### src/rtl/async_fifo_pkg.sv
// Shared defaults and pointer-compare helpers for the single-clock FIFO.
// Optional occupancy output is enabled by defining ASYNC_FIFO_LEVEL_EN.
package async_fifo_pkg;

    localparam int DEF_DATA_WIDTH = 32;
    localparam int DEF_ADDR_WIDTH = 4;

    // Pointers are zero-extended into this word so the helpers stay width-agnostic.
    typedef logic [31:0] ptr_word_t;

    function automatic logic ptr_full(input ptr_word_t wp, input ptr_word_t rp,
                                      input logic [4:0] aw);
        ptr_word_t diff;
        ptr_word_t lo_mask;
        diff    = wp ^ rp;
        lo_mask = (ptr_word_t'(1) << aw) - ptr_word_t'(1);
        return ((diff & lo_mask) == '0) && diff[aw];
    endfunction

    function automatic logic ptr_empty(input ptr_word_t wp, input ptr_word_t rp,
                                       input logic [4:0] aw);
        ptr_word_t ptr_mask;
        ptr_mask = (ptr_word_t'(1) << (aw + 5'd1)) - ptr_word_t'(1);
        return ((wp ^ rp) & ptr_mask) == '0;
    endfunction

endpackage

### src/rtl/async_fifo_mem.sv
// Simple dual-port register array: synchronous write, registered read that
// holds its last value when no read is requested.
module async_fifo_mem
    import async_fifo_pkg::*;
#(
    parameter int DATA_WIDTH = DEF_DATA_WIDTH,
    parameter int ADDR_WIDTH = DEF_ADDR_WIDTH
) (
    input  logic                  clk,
    input  logic                  rst,
    input  logic                  we,
    input  logic [ADDR_WIDTH-1:0] waddr,
    input  logic [DATA_WIDTH-1:0] wdata,
    input  logic                  re,
    input  logic [ADDR_WIDTH-1:0] raddr,
    output logic [DATA_WIDTH-1:0] rdata
);

    localparam int DEPTH = 1 << ADDR_WIDTH;

    logic [DATA_WIDTH-1:0] r_mem [DEPTH];
    logic [DATA_WIDTH-1:0] r_rdata;

    // Storage is deliberately left out of reset.
    always_ff @(posedge clk) begin
        if (we) begin
            r_mem[waddr] <= wdata;
        end
    end

    always_ff @(posedge clk or posedge rst) begin
        if (rst) begin
            r_rdata <= '0;
        end else if (re) begin
            r_rdata <= r_mem[raddr];
        end
    end

    assign rdata = r_rdata;

endmodule

### src/rtl/async_fifo.sv
// Single-clock FIFO with exact registered full/empty and one-cycle read data.
// Define ASYNC_FIFO_LEVEL_EN to add the registered occupancy output 'level'.
module async_fifo
    import async_fifo_pkg::*;
#(
    parameter int DATA_WIDTH = DEF_DATA_WIDTH,
    parameter int ADDR_WIDTH = DEF_ADDR_WIDTH
) (
    input  logic                  clk,
    input  logic                  rst,
    input  logic                  wr_en,
    input  logic [DATA_WIDTH-1:0] din,
    input  logic                  rd_en,
    output logic [DATA_WIDTH-1:0] dout,
    output logic                  full,
    output logic                  empty
`ifdef ASYNC_FIFO_LEVEL_EN
    ,
    output logic [ADDR_WIDTH:0]   level
`endif
);

    localparam logic [4:0] AW = 5'(ADDR_WIDTH);

    logic                w_wr_acc;
    logic                w_rd_acc;
    logic [ADDR_WIDTH:0] r_wr_ptr;
    logic [ADDR_WIDTH:0] r_rd_ptr;
    logic [ADDR_WIDTH:0] w_wr_ptr_nxt;
    logic [ADDR_WIDTH:0] w_rd_ptr_nxt;
    logic                r_full;
    logic                r_empty;

    assign w_wr_acc = wr_en & ~r_full;
    assign w_rd_acc = rd_en & ~r_empty;

    assign w_wr_ptr_nxt = w_wr_acc ? r_wr_ptr + 1'b1 : r_wr_ptr;
    assign w_rd_ptr_nxt = w_rd_acc ? r_rd_ptr + 1'b1 : r_rd_ptr;

    // Flags come from next-state pointers so they are exact on the edge they update.
    always_ff @(posedge clk or posedge rst) begin
        if (rst) begin
            r_wr_ptr <= '0;
            r_rd_ptr <= '0;
            r_full   <= 1'b0;
            r_empty  <= 1'b1;
        end else begin
            r_wr_ptr <= w_wr_ptr_nxt;
            r_rd_ptr <= w_rd_ptr_nxt;
            r_full   <= ptr_full(ptr_word_t'(w_wr_ptr_nxt), ptr_word_t'(w_rd_ptr_nxt), AW);
            r_empty  <= ptr_empty(ptr_word_t'(w_wr_ptr_nxt), ptr_word_t'(w_rd_ptr_nxt), AW);
        end
    end

    assign full  = r_full;
    assign empty = r_empty;

`ifdef ASYNC_FIFO_LEVEL_EN
    logic [ADDR_WIDTH:0] r_level;

    always_ff @(posedge clk or posedge rst) begin
        if (rst) begin
            r_level <= '0;
        end else begin
            r_level <= w_wr_ptr_nxt - w_rd_ptr_nxt;
        end
    end

    assign level = r_level;
`endif

    async_fifo_mem #(
        .DATA_WIDTH (DATA_WIDTH),
        .ADDR_WIDTH (ADDR_WIDTH)
    ) u_mem (
        .clk   (clk),
        .rst   (rst),
        .we    (w_wr_acc),
        .waddr (r_wr_ptr[ADDR_WIDTH-1:0]),
        .wdata (din),
        .re    (w_rd_acc),
        .raddr (r_rd_ptr[ADDR_WIDTH-1:0]),
        .rdata (dout)
    );

endmodule

### config.mk
export PLATFORM = sky130hd
export DESIGN_NAME = async_fifo
export DESIGN_NICKNAME = d
export VERILOG_FILES = /design/src/rtl/async_fifo_pkg.sv /design/src/rtl/async_fifo_mem.sv /design/src/rtl/async_fifo.sv
export SDC_FILE = /design/constraint.sdc
export NUM_CORES = 1
export LEC_CHECK = 0
export CELL_PAD_IN_SITES_DETAIL_PLACEMENT = 0
export CELL_PAD_IN_SITES_GLOBAL_PLACEMENT = 2
export CORE_MARGIN = 2
export CORE_UTILIZATION = 41
export CTS_CLUSTER_DIAMETER = 50
export DETAILED_ROUTE_END_ITERATION = 10
export GPL_TIMING_DRIVEN = 0
export HOLD_SLACK_MARGIN = 0.12
export PLACE_DENSITY_LB_ADDON = 0.1
export SYNTH_ARGS = -nofsm -noshare
export SYNTH_HDL_FRONTEND = slang
export SYNTH_SLANG_ARGS = --single-unit
export TNS_END_PERCENT = 50
### constraint.sdc
create_clock -name clk -period 3.9 [get_ports clk]
set_input_delay 0.585 -clock clk [delete_from_list [all_inputs] [get_ports clk]]
set_output_delay 0.585 -clock clk [all_outputs]
set_load 0.01 [all_outputs]
* Word level (Yosys, flattened, before mapping)
Memories as Yosys holds them, arrays and structs flattened. A register that Yosys moved wholly into a read port is not among the register bits. Cells that the tools add are included.
Cells by class: add/subtract/negate cells 2, mux-type cells 4, bitwise gates (word level) 5, reduce and logical (&&, ||, !) cells 3
Operators by type and width (number):
- logical NOT 32 bit | 2
- adder 5 x 1 -> 5 bit (second input constant) | 2
- 2-to-1 mux 5 bit | 2
- bitwise XOR 5 bit | 1
- bitwise AND 1 bit | 2
- 2-to-1 mux 1 bit | 2
- NOT 1 bit | 2
- logical AND 1 bit | 1
Storage, ports and cells: bits in registers 12, bits in writable memories 512, bits of input ports 36, output and inout port bits 34, word-level logic and storage cells 19, memories kept 1
Memories:
- u_mem.r_mem | words 16, bits a word 32, read ports 1, clocked after Yosys merged registers in 1, write ports 1, RTL line async_fifo_mem.sv:21 | logic [DATA_WIDTH-1:0] r_mem [DEPTH];

* Logic depth before layout (Yosys ltp)
Gate-level depths: netlist of run 1.
depth after elaboration 6, mapped depth 8, gate-level depth less buffers 6

* Hierarchy
Synthesis of run 1 repeated with hierarchy kept, for this count alone.
Second synthesis, totals: cell total of the unflattened synthesis 921, area total of the unflattened synthesis 21319.2 µm²
Modules (own cells, without submodules):
- async_fifo_mem | times used 1, cells each 877, area an instance 20724.9 µm², sequential area each 16175.5 µm²
- async_fifo | times used 1, cells each 44, area an instance 594.3 µm², sequential area each 301.5 µm²

* Least setup slack after synthesis of run 1
No wires, ideal clock.
kind in2reg, from input wr_en, to memory u_mem.r_mem[0][0] in the netlist's numbering, enable pin, arrival 3.151 ns, required time 3.439 ns, slack 0.288 ns, stages on the path 4, path buffers 1, cell sequence nor2b_1 > buf_2 > nand2_1 > nor3_1
On the way: longest elaborated chain between the ends 3
RTL lines:
- start, declared | RTL line async_fifo.sv:11 | input logic wr_en,
- bitwise AND 1 bit | RTL line async_fifo.sv:34 | assign w_wr_acc = wr_en & ~r_full;
- 2-to-1 mux 1 bit | RTL line async_fifo_mem.sv:26 | if (we) begin
- 2-to-1 mux 1 bit (implied by the code) | RTL line async_fifo_mem.sv:27 | r_mem[waddr] <= wdata;
- end, declared | RTL line async_fifo_mem.sv:21
Every way passes these cells.

==> results of run 1 <==
[per-stage QoR]
step / utilization (%) / power, W
5_1_grt: 49.5 / 0.0200
4_1_cts: 49.5 / 0.0194
2_1_floorplan: - / 0.0114
6_report: 49.5 / 0.0191
3_3_place_gp: 44.5 / 0.0135
3_5_place_dp: 45.5 / 0.0136
[layer usage]
metal	vias up	track usage [%]	part of all wire, %
met3	65	3.52	4.1
li1	4363	-	-
met5	-	0	0.026
met1	5319	26.6	45
met4	2	4.19	1.6
met2	200	31.2	49
[kinds of logic (layout without fill, tap and decap cells)]
| family | after synthesis | after routing |
|---|---|---|
| simple gates | 97 | 97 |
| buf+inv | 59 | 273 |
| fa+ha+maj | 5 | 5 |
| compound gates | 64 | 64 |
| mux | 194 | 194 |
| flops | 556 | 556 |
| xor+xnor | 13 | 13 |
[how the worst max path moves through the flow]
stage          cells after the start           endpoint  slack, ns
6_report                           7    u_mem.rdata[26]       1.32
5_1_grt                            7    u_mem.rdata[26]       1.14
4_1_cts                            7    u_mem.rdata[26]       1.17
3_5_place_dp                       7  u_mem.r_mem[2][3]       0.77
3_3_place_gp                       5  u_mem.r_mem[0][2]      -3.50
2_1_floorplan                      4  u_mem.r_mem[0][0]       0.29
[area by class of cell]
| class | count | area share, % |
|---|---|---|
| Timing Repair Buffer | 98 | 4.44 |
| Clock inverter | 32 | 1.27 |
| Buffer | 54 | 1.14 |
| Clock buffer | 84 | 6.68 |
| Sequential cell | 556 | 64.9 |
| Tap cell | 680 | 3.35 |
| Inverter | 5 | 0.0739 |
| Multi-Input combinational cell | 373 | 18.1 |
[state kept, by name, summed over array words and instances (netlist names)]
name	cells
empty	1
full	1
r_rd_ptr	5
r_wr_ptr	5
u_mem.r_mem	512
u_mem.rdata	32
[Yosys cell counts (2+ instances only)]
cell type / count
mux2_2: 32
ha_1: 5
dfrtp_1: 43
inv_1: 5
xnor2_1: 8
buf_2: 18
nor2b_1: 2
nand4_1: 3
buf_1: 5
buf_6: 5
edfxtp_1: 512
xor2_1: 5
o21ai_1: 31
nor3_1: 5
nand2b_1: 3
clkbuf_1: 19
buf_4: 7
nor2_1: 12
a21oi_1: 32
mux4_2: 128
nand2_1: 68
mux2i_1: 32
nand3b_1: 2
[critical path: cells and delay by family, from the launching register on]
family / cells / cell delay [ns]
DFF: 1 / 0.33
muxes: 2 / 0.72
AOI/OAI and AO/OA: 1 / 0.25
buffers and inverters: 3 / 1.07
and+or+nand+nor: 1 / 0.08
[power by group]
part           total (W)  internal (W)  switching [W]
combinational    0.00577       0.00262        0.00314
clock            0.00575       0.00343        0.00232
sequential       0.00758       0.00735       0.000229
==> results by group, run 1 <==
Status
  • Outcome: finished clean

Critical path
  • Critical Path AT: 3.07 ns
  • Slowest CP cell: clkbuf_1
  • WS Path Type: reg -> reg
  • Worst setup path start: r_rd_ptr[2]
  • R2R depth: 7
  • Slowest Stage Delay on Critical Path: 0.61 ns
  • Worst r2r src: r_rd_ptr[2]
  • Flop2flop setup slack: approximately 1.3 ns
  • Critical path fanouts, max: 10
  • Cell chain of the critical path: buf_4 > buf_2 > clkbuf_1 > mux4_2 > mux2_2 > o21ai_1 > nand2_1
  • Worst setup SP type: register
  • Worst setup EP type: register
  • Worst flop-to-flop path endpoint: u_mem.rdata[26]
  • Data required, critical path: ~4.4 ns

Floorplanning
  • Row Count: 83
  • Starting Density: 41.5%
  • Die height: 232 um
  • Core Area: between 50000 and 60000 um^2
  • # IOs: 70
  • Die area: between 50000 and 60000 um^2
  • Die width: 232 um

Place
  • Placed Area: 23400 um^2
  • Port Buffers: 69
  • Estimated wirelength of the detail-placed design: 31200 um
  • Placed insts: between 1500 and 2000
  • GP Congestion: 0.676
  • Dpl ws: ~0.77 ns

Synth
  • Ys flop type: edfxtp_1
  • Syn Inst Count: 988
  • Post-synth EDFFs: 512
  • Cell taking the most area after synthesis: edfxtp_1
  • Yosys warns: 0
  • Leading post-synthesis cells by cell area: edfxtp_1 (72%), mux4_2 (14%), dfrtp_1 (5.1%)
  • Simple-gate area share of the yosys netlist: ~1.9%
  • XOR/XNOR Fraction of Synth Area: 0.535%
  • Share of synthesized flip-flops with an asynchronous set or reset: approximately 7.9%
  • Seq cells post-synth: between 500 and 600
  • Synth Area in Adders: 0.294%
  • Mean Syn Cell Area: 21.5 um^2
  • Compound-cell area share of the yosys netlist: 1.51%
  • Largest family of logic cells by synthesized area: multiplexers
  • Mapped cell area: around 21000 um^2
  • Mux share of post-synthesis cell area: 16.9%
  • Synth cell types: 29
  • Syn Nets: 1029
  • Post-synth top area share: approximately 72%
  • Sequential area share after synthesis: 77.4%

CTS
  • CTS Hold Bufs: 0
  • Num CTS Buffers: a little over 60
  • Cts repair resizes: 0
  • Worst skew pair latency: 0.63 ns
  • TritonCTS clock tree: yes
  • Root Buffer: clkbuf_16
  • Clock slew at reported path FFs: ~0.060 ns
  • Max Buffers Root-to-Sink: 3
  • H-tree lvl count: 2
  • Clk sink count: 556
  • Setup Buffers After CTS: 0

Finish
  • Register area: about 16000 um^2
  • Most frequent cells in the layout: edfxtp_1 (512), mux4_2 (128), clkdlybuf4s50_1 (69), nand2_1 (68), clkbuf_16 (63)
  • Commonest non-fill, non-tap cell in the layout: edfxtp_1
  • Final layout net count: 1190
  • Multi-input logic area: approximately 4600 um^2
  • Final Non-Filler Cells: 1882
  • Share of post-route cells with drive strength above 1: 27.1%
  • Fillers: approximately 4300
  • Final Cell Area: 25400 um^2
  • Inserted Diodes: 0
  • Area grow syn2layout: 19.3%

Timing
  • Slew @ Worst Pin: between 1 and 1.5 ns
  • RSZ-0062 raised after global routing: no
  • Max Slew Vio Count: 0
  • Final setup violation count: 0
  • Fin crit share: 66.1%
  • Setup ws final: 1.32 ns
  • Worst Skew: 0.0255 ns
  • Max-Slew Margin vs Limit: 27.5%
  • Final Hold Fails: 0
  • Min Hold Slack: 0.365 ns
  • Post-Route Setup TNS: 0 ns
  • Fin crit period: 2.58 ns
  • Fmax: 388 MHz

Drt
  • # DRC: 0
  • Wire length per cell: 26.3 um
  • DR vias: 9949
  • DRT Pass-1 Iters: 5
  • Antenna viol nets, final: 0
  • WL final: 49400 um
  • Vias per inst: 5.29
  • DR iter-0 viols: 688

Hold path
  • Hold crit path type: in -> async

Global routing
  • Overall Global Routing Usage: 19.0%
  • Vias in the first global route: 10500
  • Largest net degree at the start of global routing: 26
  • First-pass GRT wire length: 72500 um
  • Aggregate global routing overflow: 0
  • Initial antenna violation count: 1

Pwr
  • Worst VDD drop: 0.368 mV
  • PD cells: 752 nW/um^2
  • Leak Pwr: around 8.3 nW

Run
  • Max cap viols: 0
Power figures use the tool's default switching activity.
==> inputs of run 2 (changes only) <==
- clock period: 3.9 -> 2.2 ns (I/O delays scaled with it)
==> run 2 against run 1 <==
Non-clock buffer count up 12. Register-to-register slack worse by 1.3 ns. Count of clock-buffer cells in the layout down 6. Critical endpoint is now u_mem.r_mem[1][6]. Sequential power up 77%.
==> results by group, run 2 (synthesis gave the netlist of run 1 again) <==
Place
  • Placed insts: 1758
  • Dpl ws: -0.589 ns
  • Estimated wirelength of the detail-placed design: 30600 um
  • Port Buffers: 69
  • GP Congestion: 0.677
  • Placed Area: 23400 um^2

CTS
  • Worst skew pair latency: 0.62 ns
  • Root Buffer: clkbuf_16
  • Clk sink count: around 560
  • H-tree lvl count: 2
  • Clock slew at reported path FFs: approximately 0.060 ns
  • Max Buffers Root-to-Sink: 3
  • Num CTS Buffers: 61
  • TritonCTS clock tree: yes

Floorplanning
  • # IOs: 70
  • Die width: 232 um
  • Core Area: 51300 um^2
  • Starting Density: 41.5%
  • Row Count: 83
  • Die height: 232 um
  • Die area: 53700 um^2

Global routing
  • Aggregate global routing overflow: 0
  • First-pass GRT wire length: between 70000 and 80000 um
  • Vias in the first global route: about 11000
  • Largest net degree at the start of global routing: 26
  • Initial antenna violation count: 1
  • Overall Global Routing Usage: a little under a fifth

Finish
  • Share of post-route cells with drive strength above 1: 30.4%
  • Area grow syn2layout: 21.4%
  • Final layout net count: 1202
  • Commonest non-fill, non-tap cell in the layout: edfxtp_1
  • Max reg flops: 512
  • Inserted Diodes: 0
  • Largest Register: u_mem.r_mem
  • Final Cell Area: around 26000 um^2
  • Post-route core utilization: 50.4%
  • Final Non-Filler Cells: 1893
  • Fillers: 4201
  • Most frequent cells in the layout: edfxtp_1 (512), mux4_2 (128), clkdlybuf4s50_1 (69), nand2_1 (65), clkbuf_16 (61)

Critical path
  • Critical path fanouts, max: 12
  • Critical Path AT: 2.46 ns
  • Worst setup EP type: register
  • WS Path Type: reg -> reg
  • Worst setup SP type: register
  • Data required, critical path: between 2 and 3 ns
  • R2R depth: 5

Status
  • Outcome: finished clean

Timing
  • Fin crit period: 2.14 ns
  • Setup ws final: 0.0635 ns
  • Fin crit share: 97.1%
  • Final setup violation count: 0
  • Slew @ Worst Pin: between 0.9 and 1 ns
  • Max-Slew Margin vs Limit: 36.5%
  • Worst Skew: approximately 0.017 ns
  • RSZ-0062 raised after global routing: yes
  • Final Hold Fails: 0
  • Fmax: 468 MHz
  • Max Slew Vio Count: 0

Run
  • Max cap viols: 0

Drt
  • Antenna viol nets, final: 0
  • DR iter-0 viols: 816
  • WL final: 48900 um
  • Vias per inst: about 5.3
  • DRT Pass-1 Iters: 4
  • # DRC: 0
  • DR vias: roughly 10000
  • Wire length per cell: 25.9 um

Pwr
  • Int Power: roughly 0.024 W
  • PD cells: ~1300 nW/um^2
  • Net Switching: 0.0103 W
  • Seq pwr share: 39.0%
  • Clock share of power: ~30%
  • Sw Ratio: 29.9%
  • Worst VDD drop: 0.647 mV
  • Comb power frac: 31.6%
  • Leak Pwr: 8.57 nW

Hold path
  • Hold depth: 2
  • Hold crit path type: reg -> reg
run 2: path summary, 6_finish.rpt:
check | endpoint | slack, ns | from
hold reg to reg | u_mem.rdata[24] | 0.48 | u_mem.rdata[24]
max in group asynchronous | u_mem.rdata[7] | 0.93 | rst
hold / removal | u_mem.rdata[24] | 0.48 | u_mem.rdata[24]
setup reg to reg | u_mem.r_mem[1][6] | 0.06 | full
min in group asynchronous | u_mem.rdata[17] | 0.66 | rst
setup / recovery | u_mem.r_mem[1][6] | 0.06 | full
run 2: what timing repair did:
| item | CTS | global route |
|---|---|---|
| hold buffers | 1 | 0 |
| cloned | 0 | 0 |
| pin swaps | 8 | 3 |
| endpoints found under the setup margin | 333 | 141 |
| setup buffers | 13 | 6 |
| hold endpoints to repair | 18 | 0 |
| gates resized for setup | 55 | 27 |
run 2: through the flow:
stage	setup TNS [ns]	hold WS, ns	total power [W]
floorplan	-161.99	0.429	0.0202
global placement	-1335.46	0.459	0.0238
detailed placement	-166.25	0.461	0.0242
CTS	-5.88	0.479	0.0347
global route	-0.621	0.494	0.0361
finish	0	0.475	0.0344
run 2: cell type report:
class	instances	area (um^2)	area share, %
Sequential cell	556	16500	63.8
Multi-Input combinational cell	373	4670	18.1
Clock buffer	78	1680	6.50
Timing Repair Buffer	110	1330	5.14
Tap cell	680	851	3.29
Buffer	54	463	1.79
Clock inverter	37	348	1.35
Inverter	5	18.8	0.0726
run 2: per-layer routing:
layer / wire, um / up-vias / share of wire [%] / GRT usage [%]
met4: 848 / 2 / 1.7 / 5.09
met1: 22000 / 5401 / 45 / 26.6
met2: 24400 / 183 / 50 / 31.0
met5: 13 / - / 0.027 / 0
li1: - / 4400 / - / -
met3: 1730 / 68 / 3.5 / 2.65
run 2: worst max-delay path, cell delays in order, from the launching register on:
cell	delay (ns)
dfrtp_1	0.39
nor2b_1	0.10
buf_2	0.21
nand2_4	0.13
nor3_4	0.74
buf_12	0.25
run 2: power by group through the flow:
stage,combinational (W),clock [W],sequential (W)
final,0.0109,0.0101,0.0134
after global routing,0.0117,0.0108,0.0135
after CTS,0.0109,0.0104,0.0134
after detailed placement,0.0106,0,0.0137
after global placement,0.0101,0,0.0137
after floorplan,0.00642,0,0.0137
==> inputs of run 3 (changes only) <==
--- a/constraint.sdc
+++ b/constraint.sdc
@@ -3,2 +3,2 @@
 set_output_delay 0.33 -clock clk [all_outputs]
-set_load 0.01 [all_outputs]
+set_load 0.05 [all_outputs]
==> run 3 against run 2 <==
Non-clock buffer count is 15 higher. Critical path depth is 2 higher. Wire length is 0.65% higher. First-iteration DRC count is 5.9% lower. Critical endpoint is now u_mem.rdata[20]. Highest routed layer unchanged.
==> results by group, run 3 (synthesis gave the netlist of run 1 again) <==
Timing
  • Fmax: 472 MHz
  • Fin crit period: 2.12 ns
  • Worst Skew: between 0.01 and 0.015 ns
  • Max Slew Vio Count: 0
  • Final setup violation count: 0
  • Slew @ Worst Pin: between 0.9 and 1 ns
  • Fin crit share: a little over nine tenths
  • Min Hold Slack: 0.470 ns
  • Setup ws final: approximately 0.082 ns
  • Final Hold Fails: 0
  • Max-Slew Margin vs Limit: a little under two fifths
  • RSZ-0062 raised after global routing: yes
  • Post-Route Setup TNS: 0 ns

Critical path
  • R2R depth: 7
  • Data required, critical path: 2.69 ns
  • Worst r2r src: r_rd_ptr[1]
  • WS Path Type: reg -> reg
  • Cell chain of the critical path: clkbuf_4 > buf_12 > buf_12 > mux4_2 > mux2_2 > o21ai_1 > nand2_1
  • CP Buf/Inv Count: 3
  • Worst setup SP type: register
  • CP dominant cell by count: buf_12
  • Worst flop-to-flop path endpoint: u_mem.rdata[20]
  • Critical path fanouts, max: 10
  • Critical Path AT: 2.61 ns
  • Slowest Stage Delay on Critical Path: about 0.5 ns
  • Flop2flop setup slack: approximately 0.082 ns
  • Family with the most delay on the worst path: multiplexers
  • Slowest CP cell: mux4_2
  • Worst setup EP type: register

Hold path
  • Hold crit path type: reg -> reg
  • HP Start: u_mem.rdata[10]
  • Hold depth: 2
  • WHS Endpoint: u_mem.rdata[10]

Floorplanning
  • # IOs: 70
  • Starting Density: 41.5%
  • Row Count: 83
  • Die area: between 50000 and 60000 um^2
  • Die width: ~230 um
  • Core Area: 51300 um^2
  • Die height: between 200 and 250 um

CTS
  • Num CTS Buffers: just over 60
  • Worst skew pair latency: 0.61 ns
  • H-tree lvl count: 2
  • Max Buffers Root-to-Sink: 3
  • Root Buffer: clkbuf_16
  • Clock slew at reported path FFs: around 0.060 ns
  • Clk sink count: 556
  • TritonCTS clock tree: yes

Place
  • Placed Area: 23400 um^2
  • GP Congestion: 0.690
  • Estimated wirelength of the detail-placed design: 30900 um
  • Placed insts: approximately 1800
  • Port Buffers: 69
  • Dpl ws: -0.585 ns

Drt
  • WL final: approximately 49000 um
  • DR vias: 10100
  • DR iter-0 viols: between 700 and 800
  • # DRC: 0
  • Antenna viol nets, final: 0
  • Wire length per cell: 25.8 um
  • Vias per inst: between 5 and 6
  • DRT Pass-1 Iters: 5

Status
  • Outcome: finished clean

Finish
  • Fillers: 4179
  • Share of post-route cells with drive strength above 1: 31.1%
  • Inserted Diodes: 0
  • Largest Register: u_mem.r_mem
  • Max reg flops: 512
  • Final Non-Filler Cells: 1907
  • Area grow syn2layout: 22.5%
  • Final Cell Area: 26100 um^2
  • Final layout net count: 1217
  • Most frequent cells in the layout: edfxtp_1 (512), mux4_2 (128), nand2_1 (65), clkdlybuf4s50_1 (65), clkbuf_16 (63)
  • Commonest non-fill, non-tap cell in the layout: edfxtp_1

Global routing
  • Aggregate global routing overflow: 0
  • First-pass GRT wire length: 72400 um
  • Initial antenna violation count: 1
  • Overall Global Routing Usage: 18.9%
  • Vias in the first global route: 10400
  • Largest net degree at the start of global routing: 27

Run
  • Max cap viols: 0

Pwr
  • PD cells: 1360 nW/um^2
  • Sw Ratio: a little under a third
  • Comb power frac: 33.7%
  • Worst VDD drop: 0.630 mV
  • Seq pwr share: 37.7%
  • Int Power: about 0.024 W
  • Net Switching: 0.0112 W
  • Clock share of power: 28.6%
  • Leak Pwr: a little under 9 nW
==> run 3: changes by cell type in the layout (fill, tap and decap cells not counted), moves of 3 or more <==
cell             change
clkbuf_8             -9
clkinv_2             +4
clkdlybuf4s50_1      -4
buf_12               +5
buf_4                +9
clkinv_1             +3
buf_16               +4
==> run 3: power by group through the flow <==
| stage | combinational, W | sequential (W) | clock [W] |
|---|---|---|---|
| 2_1_floorplan | 0.00651 | 0.0147 | 0 |
| 3_3_place_gp | 0.0112 | 0.0137 | 0 |
| 3_5_place_dp | 0.0116 | 0.0137 | 0 |
| 4_1_cts | 0.0119 | 0.0134 | 0.0104 |
| 5_1_grt | 0.0129 | 0.0135 | 0.0108 |
| 6_report | 0.0120 | 0.0134 | 0.0102 |
==> run 3: metrics by stage <==
step	total power [W]	util [%]
5_1_grt	0.0372	50.8
2_1_floorplan	0.0212	-
4_1_cts	0.0358	50.2
3_3_place_gp	0.0249	44.6
6_report	0.0356	50.8
3_5_place_dp	0.0252	45.7
==> run 3: layer usage <==
metal  vias to the layer above  GRT usage (%)  routed length, um
met5                         -              0                 11
met4                         2           5.45               1000
met3                        77           2.54               2080
met2                       230           30.5              23800
met1                      5364           27.2              22300
li1                       4413              -                  -
==> run 3: how the worst max path moves through the flow <==
stage,from,end,slack (ns),depth (start not counted)
after floorplan,full,u_mem.r_mem[7][0],-0.03,2
after global placement,wr_en,u_mem.r_mem[5][0],-1.62,5
after detailed placement,rd_en,u_mem.rdata[30],-0.59,7
after CTS,r_wr_ptr[1],u_mem.r_mem[11][26],-0.05,4
after global routing,r_rd_ptr[1],u_mem.rdata[31],-0.02,6
final,r_rd_ptr[1],u_mem.rdata[20],0.08,7
==> run 3: worst min-delay path, stage by stage (launching register included) <==
cell and delay, ns:
dfrtp_1 0.34, nand2_1 0.05, nand2_1 0.05
==> run 3: timing repair <==
action	CTS	global route
buffers inserted	16	18
hold endpoints to repair	17	0
resized for setup	50	37
pin swaps	8	8
endpoints found under the setup margin	242	194
hold buffers	1	0
==> run 3: layout make-up <==
class / count / area, um^2 / share of cell area (%)
buffer: 54 / 464 / 1.78
inverter: 5 / 18.8 / 0.0720
multi-input combinational: 373 / 4670 / 17.9
clock buffer: 72 / 1620 / 6.22
sequential: 556 / 16500 / 63.2
clock inverter: 42 / 392 / 1.50
tap: 680 / 851 / 3.26
timing repair buffer: 125 / 1570 / 6.04
